## config.mk

```make
export PLATFORM = sky130hd
export DESIGN_NAME = mem_arbiter
export DESIGN_NICKNAME = d
export VERILOG_FILES = /design/src/rtl/mem_arbiter_pkg.sv /design/src/rtl/mem_arbiter_rr_arb2.sv /design/src/rtl/mem_arbiter.sv
export VERILOG_INCLUDE_DIRS = /design/src /design/src/rtl
export SDC_FILE = /design/constraint.sdc
export NUM_CORES = 1
export LEC_CHECK = 0
export ABC_CLOCK_PERIOD_IN_PS = 1600
export CAP_MARGIN = 20
export CORE_AREA = 2 2 312 314
export DETAILED_ROUTE_END_ITERATION = 10
export DIE_AREA = 0 0 314 316
export PLACE_DENSITY = 0.36
export SLEW_MARGIN = 40
export SYNTH_ARGS = -nofsm -noshare
export SYNTH_HDL_FRONTEND = slang
export SYNTH_SLANG_ARGS = --single-unit
```

## constraint.sdc

```tcl
create_clock -name clk -period 1.6 [get_ports clk]
set_clock_uncertainty 0.05 [all_clocks]
set_input_delay 0.32 -clock clk [delete_from_list [all_inputs] [get_ports clk]]
set_output_delay 0.32 -clock clk [all_outputs]
set_load 0.01 [all_outputs]
```

## src/rtl/const.vh

```
// Shared memory-system widths used as parameter defaults by the arbiter.
//   MEM_ADDR_BITS  - line address width
//   MEM_DATA_BITS  - beat width
//   MEM_TAG_BITS   - external tag width (MSB selects the requester)
//   MEM_DATA_BEATS - write data beats per write request
`ifndef MEM_CONST_VH
`define MEM_CONST_VH

`define MEM_ADDR_BITS  28
`define MEM_DATA_BITS  128
`define MEM_TAG_BITS   5
`define MEM_DATA_BEATS 4

`endif

```

## src/rtl/mem_arbiter_pkg.sv

```systemverilog
// Shared definitions for the memory arbiter: FSM state encoding and the
// requester IDs. A requester ID is also the MSB of the external tag, so
// responses can be routed back to the requester that issued them.
package mem_arbiter_pkg;

  typedef enum logic [1:0] {
    ST_IDLE  = 2'd0,
    ST_ADDR  = 2'd1,
    ST_WDATA = 2'd2
  } state_t;

  localparam logic GRANT_IC = 1'b0;
  localparam logic GRANT_DC = 1'b1;

endpackage

```

## src/rtl/mem_arbiter_rr_arb2.sv

```systemverilog
// Two-input round-robin pick, purely combinational.
// Ports:
//   valid      in  [1:0]  request valids, indexed by requester ID
//   last_grant in  1      requester granted most recently
//   any_valid  out 1      at least one requester is asking
//   grant      out 1      chosen requester ID
module rr_arb2
  import mem_arbiter_pkg::*;
(
  input  logic [1:0] valid,
  input  logic       last_grant,
  output logic       any_valid,
  output logic       grant
);

  assign any_valid = |valid;

  always_comb begin
    grant = GRANT_IC;
    if (valid[GRANT_DC] && valid[GRANT_IC]) begin
      // Tie: hand the slot to whoever did not get it last time.
      grant = ~last_grant;
    end else if (valid[GRANT_DC]) begin
      grant = GRANT_DC;
    end
  end

endmodule

```

## src/rtl/mem_arbiter.sv

```systemverilog
// Arbitrates the icache (read-only) and dcache (read/write) request
// channels onto one external memory port, and routes external responses
// back by the tag MSB.
// Ports:
//   clk, reset                 clock and synchronous active-high reset
//   ic_req_* / ic_resp_*       icache read requests and responses
//   dc_req_* / dc_req_data_*   dcache requests and write data beats
//   dc_resp_*                  dcache responses
//   mem_req_* / mem_req_data_* external request and write data
//   mem_resp_*                 external response (no backpressure)
`include "const.vh"

module mem_arbiter
  import mem_arbiter_pkg::*;
#(
  parameter int MEM_ADDR_BITS = `MEM_ADDR_BITS,
  parameter int MEM_DATA_BITS = `MEM_DATA_BITS,
  parameter int MEM_TAG_BITS  = `MEM_TAG_BITS,
  parameter int DATA_BEATS    = `MEM_DATA_BEATS
) (
  input  logic                       clk,
  input  logic                       reset,

  input  logic                       ic_req_valid,
  output logic                       ic_req_ready,
  input  logic [MEM_ADDR_BITS-1:0]   ic_req_addr,
  input  logic [MEM_TAG_BITS-2:0]    ic_req_tag,
  output logic                       ic_resp_valid,
  output logic [MEM_TAG_BITS-2:0]    ic_resp_tag,
  output logic [MEM_DATA_BITS-1:0]   ic_resp_data,

  input  logic                       dc_req_valid,
  output logic                       dc_req_ready,
  input  logic                       dc_req_rw,
  input  logic [MEM_ADDR_BITS-1:0]   dc_req_addr,
  input  logic [MEM_TAG_BITS-2:0]    dc_req_tag,
  input  logic                       dc_req_data_valid,
  output logic                       dc_req_data_ready,
  input  logic [MEM_DATA_BITS-1:0]   dc_req_data_bits,
  input  logic [MEM_DATA_BITS/8-1:0] dc_req_data_mask,
  output logic                       dc_resp_valid,
  output logic [MEM_TAG_BITS-2:0]    dc_resp_tag,
  output logic [MEM_DATA_BITS-1:0]   dc_resp_data,

  output logic                       mem_req_valid,
  input  logic                       mem_req_ready,
  output logic                       mem_req_rw,
  output logic [MEM_ADDR_BITS-1:0]   mem_req_addr,
  output logic [MEM_TAG_BITS-1:0]    mem_req_tag,
  output logic                       mem_req_data_valid,
  input  logic                       mem_req_data_ready,
  output logic [MEM_DATA_BITS-1:0]   mem_req_data_bits,
  output logic [MEM_DATA_BITS/8-1:0] mem_req_data_mask,

  input  logic                       mem_resp_valid,
  input  logic [MEM_TAG_BITS-1:0]    mem_resp_tag,
  input  logic [MEM_DATA_BITS-1:0]   mem_resp_data
);

  localparam int BEAT_BITS = (DATA_BEATS > 1) ? $clog2(DATA_BEATS) : 1;
  localparam logic [BEAT_BITS-1:0] BEAT_LAST = BEAT_BITS'(DATA_BEATS - 1);

  state_t               state_reg, state_next;
  logic                 grant_reg, grant_next;
  logic                 last_grant_reg, last_grant_next;
  logic [BEAT_BITS-1:0] beat_cnt_reg, beat_cnt_next;

  logic arb_any;
  logic arb_grant;
  logic sel_rw;

  rr_arb2 u_rr_arb2 (
    .valid      ({dc_req_valid, ic_req_valid}),
    .last_grant (last_grant_reg),
    .any_valid  (arb_any),
    .grant      (arb_grant)
  );

  // The icache only reads, so only a dcache grant can carry a write.
  assign sel_rw = (grant_reg == GRANT_DC) && dc_req_rw;

  // Address and tag follow the registered grant; they are only qualified
  // by mem_req_valid, and stay stable through an ADDR stall because the
  // granted requester must hold its request.
  assign mem_req_addr = (grant_reg == GRANT_DC) ? dc_req_addr : ic_req_addr;
  assign mem_req_tag  = {grant_reg, (grant_reg == GRANT_DC) ? dc_req_tag : ic_req_tag};

  assign mem_req_data_bits = dc_req_data_bits;
  assign mem_req_data_mask = dc_req_data_mask;

  always_comb begin
    state_next         = state_reg;
    grant_next         = grant_reg;
    last_grant_next    = last_grant_reg;
    beat_cnt_next      = beat_cnt_reg;
    mem_req_valid      = 1'b0;
    mem_req_rw         = 1'b0;
    ic_req_ready       = 1'b0;
    dc_req_ready       = 1'b0;
    mem_req_data_valid = 1'b0;
    dc_req_data_ready  = 1'b0;

    case (state_reg)
      ST_IDLE: begin
        if (arb_any) begin
          grant_next = arb_grant;
          state_next = ST_ADDR;
        end
      end

      ST_ADDR: begin
        mem_req_valid = 1'b1;
        mem_req_rw    = sel_rw;
        ic_req_ready  = (grant_reg == GRANT_IC) && mem_req_ready;
        dc_req_ready  = (grant_reg == GRANT_DC) && mem_req_ready;
        if (mem_req_ready) begin
          last_grant_next = grant_reg;
          if (sel_rw) begin
            state_next    = ST_WDATA;
            beat_cnt_next = '0;
          end else begin
            state_next = ST_IDLE;
          end
        end
      end

      ST_WDATA: begin
        mem_req_data_valid = dc_req_data_valid;
        dc_req_data_ready  = mem_req_data_ready;
        if (dc_req_data_valid && mem_req_data_ready) begin
          if (beat_cnt_reg == BEAT_LAST) begin
            state_next    = ST_IDLE;
            beat_cnt_next = '0;
          end else begin
            beat_cnt_next = beat_cnt_reg + BEAT_BITS'(1);
          end
        end
      end

      default: begin
        state_next = ST_IDLE;
      end
    endcase
  end

  always_ff @(posedge clk) begin
    if (reset) begin
      state_reg      <= ST_IDLE;
      grant_reg      <= GRANT_IC;
      last_grant_reg <= GRANT_IC;
      beat_cnt_reg   <= '0;
    end else begin
      state_reg      <= state_next;
      grant_reg      <= grant_next;
      last_grant_reg <= last_grant_next;
      beat_cnt_reg   <= beat_cnt_next;
    end
  end

  // Response routing is independent of the request FSM: the tag MSB picks
  // the requester, and the data bus is shared by both.
  assign ic_resp_valid = mem_resp_valid && !mem_resp_tag[MEM_TAG_BITS-1];
  assign dc_resp_valid = mem_resp_valid &&  mem_resp_tag[MEM_TAG_BITS-1];
  assign ic_resp_tag   = mem_resp_tag[MEM_TAG_BITS-2:0];
  assign dc_resp_tag   = mem_resp_tag[MEM_TAG_BITS-2:0];
  assign ic_resp_data  = mem_resp_data;
  assign dc_resp_data  = mem_resp_data;

endmodule

```

==> flow_summary.toml <==
[clock_tree]
cts_tree = "yes"
cts-root-buf = "clkbuf_16"
cts_buffers = 3
ctsHoldBuffers = 0
cts.clk_slew.worst_paths_ns = 0.03
clkLatencyLatePin_ns = 0.23
clk_path_buf_depth = 2
cts.sinks = 6
htreeDepth = 1

[placed_design]
place_hpwl_mm = 21.5
dpl-instance-area_sq_um = 3590
numPortBuffers = 114
gp_congestion = 0.603

[route]
via_per_inst = 1.26
drt_iter0_markers = 46
wl_met3_mm = 8.62
drtPass1Iterations = 4
drc = 0
wirelength_mm = 25.7
detail_route.wl_per_cell_microns = 17.3
wl_met1_mm = 4.74
met2WireLength_mm = 9.43
dr.max_layer_used = "met5"
num_vias = 1882
drtAntennaViolNets = 0

[timing]
fin_crit_sh_pct = 111
slew_violations = 0
clock.fmax_mhz = 564
hold_ws_ns = 0.453
max_slew_margin_pct = 79.3
rsz0062_at_grt = "true"
fin_crit_ns = 1.77
setup_slack_ns = -0.174
setup_viol = 36
hold_viol_final = 0
tightestPinTransition_ns = 0.303

[critical_path]
reg2regPathDepth = 6
critPathMostFrequentCell = "buf_6"
r2r_slack_ns = -0.05
crit_path_cell_trace = "buf_6 -> buf_12 -> mux2_4 -> buf_6"
worst_r2r_endpoint = "beat_cnt_reg[1]"
r2r_start = "grant_reg"
setup.worst_path.start = "grant_reg"
cp_slowest_stage_delay_ns = 0.42
worstPathArrival_ns = 1.40
critPathLaunchType = "flop"
critPathKind = "flop to primary output"
path_buf_inv = 3
cp_num_cells = 4
slowest_stage = "dfxtp_4"
crit_path_end_kind = "primary output"
crit_fanout = 8
crit_end = "mem_req_addr[16]"
cp.required_ns = 1.23
crit_family = "flip-flops"

[final_layout]
fin_nets = 565
num-fill-cells = 11400
synthToLayoutAreaGrowth_pct = 4.71
layout-drive-gt1-share_pct = 51.9
n_antenna_cell = 0
finish.instance_area_sq_um = 4060

[logic_synthesis]
post-synth-top-count-cell = "buf_4"
syn_area_sq_um = 3880
ys_types = 31
syn_avg_cell_area_sq_um = 7.90
ys_ff_latch = 6
synth_top_flop_cell = "dfxtp_1"
synth_largest_area_cell = "buf_4"
async_flop_share_pct = 0
synthTopCellsByCount = "buf_4 (410), mux2_2 (32), dfxtp_1 (6)"
yosysSeqAreaShare_pct = 3.10
yosysTopAreaCellShare_pct = 79.4
ys_top_cells_by_area = "buf_4 (79%), mux2_2 (9.3%), dfxtp_1 (3.1%)"
synth_edf_count = 0
syn-num-nets = 842
ys_warn_count = 0
synthCells = 491

[global_route]
grt_pass1_vias = 2168
grt-ovfl-total = 0
track_usage_pct = 4.77
grt_first_pass_wirelength_mm = 29.4
antenna_found_initial = 4
grt_max_degree = 11

[floorplanning]
die_height_microns = 316
num_rows = 114
coreArea_sq_um = 96000
io_pins = 799
initial_utilization_pct = 4.04
die_width_microns = 314
die_area_sq_um = 99200

[power]
p_leak_nw = 1.13
peakVddDrop_v = 0.000219
p_per_area_nw_per_um2 = 420
pwr-share-clk_pct = 23.9
p_int_mw = 1.18
swShare_pct = 30.7
combPwrFrac_pct = 64.6
p_sw_uw = 524
power_mw = 1.71
seqPwrFrac_pct = 11.5

[run_status]
status = "finished with violations"
violations = "negative setup slack"

[worst_hold_path]
whs_path_depth = 2
hold_path_class = "flop to flop"

[flow_run]
drv_cap = 0
## routing by layer
metal	GRT usage, %	up-vias
met3	7.37	181
li1	-	564
met5	0.473	-
met4	4.58	6
met1	2.58	667
met2	6.09	464
## metrics by stage
step                utilization [%]  TNS, ns  std cells  setup WS (ns)
finish                         4.23    -4.73       1488         -0.174
global route                   4.23    -7.69       1488         -0.242
CTS                            4.30    -8.67       1491         -0.306
detailed placement             3.74    -9.40       1473         -0.340
global placement               3.74    -9.25       1473         -0.363
floorplan                         -        0        491          0.167
## how the worst min path moves through the flow
stage | start | end | slack, ns
2_1_floorplan | reset | grant_reg | 0.34
3_3_place_gp | beat_cnt_reg[1] | beat_cnt_reg[1] | 0.42
3_5_place_dp | last_grant_reg | last_grant_reg | 0.45
4_1_cts | last_grant_reg | last_grant_reg | 0.46
5_1_grt | beat_cnt_reg[1] | beat_cnt_reg[1] | 0.47
6_report | beat_cnt_reg[1] | beat_cnt_reg[1] | 0.45
## worst min-delay path, stage by stage, from the launching register on
cell and delay, ns:
dfxtp_1 0.30, inv_1 0.05, o32ai_1 0.09
## cells by family after synthesis
group | share of synthesized area (%)
DFF | 3.10
AOI/OAI and AO/OA | 2.71
buffers and inverters | 80.8
adders and majority gates | 0.323
and+or+nand+nor | 3.52
muxes | 9.55
## power by group through the flow
stage          Combinational, mW  Clock [mW]  Sequential, mW
3_3_place_gp               0.819           0           0.185
4_1_cts                     1.19       0.421           0.197
3_5_place_dp               0.820           0           0.185
6_report                    1.10       0.408           0.197
5_1_grt                     1.18       0.426           0.202
2_1_floorplan               1.38           0           0.175
## layout by cell type, fill, tap and decap left out, types with 3 or more instances in the layout
cell	instances
inv_1	4
buf_8	3
buf_6	38
mux2_4	32
buf_4	9
buf_12	7
clkdlybuf4s50_1	72
clkbuf_16	3
dfxtp_1	3
a21oi_1	3
## timing repair
item | in CTS | in global routing
buffers inserted | 11 | 0
cloned | 4 | 0
hold endpoints to repair | 0 | 0
resized for setup | 229 | 7
pin swaps | 2 | 5
endpoints found under the setup margin | 39 | 42
## area by class of cell
type	count	area, sq um	share of cell area (%)
repair buffers	133	1460	35.9
multi-input cells	65	787	19.4
inverters	5	18.8	0.462
well taps	1276	1600	39.3
flip-flops and latches	6	126	3.11
clock buffers	3	75.1	1.85
Note: power is estimated with default switching activity, not from simulation.
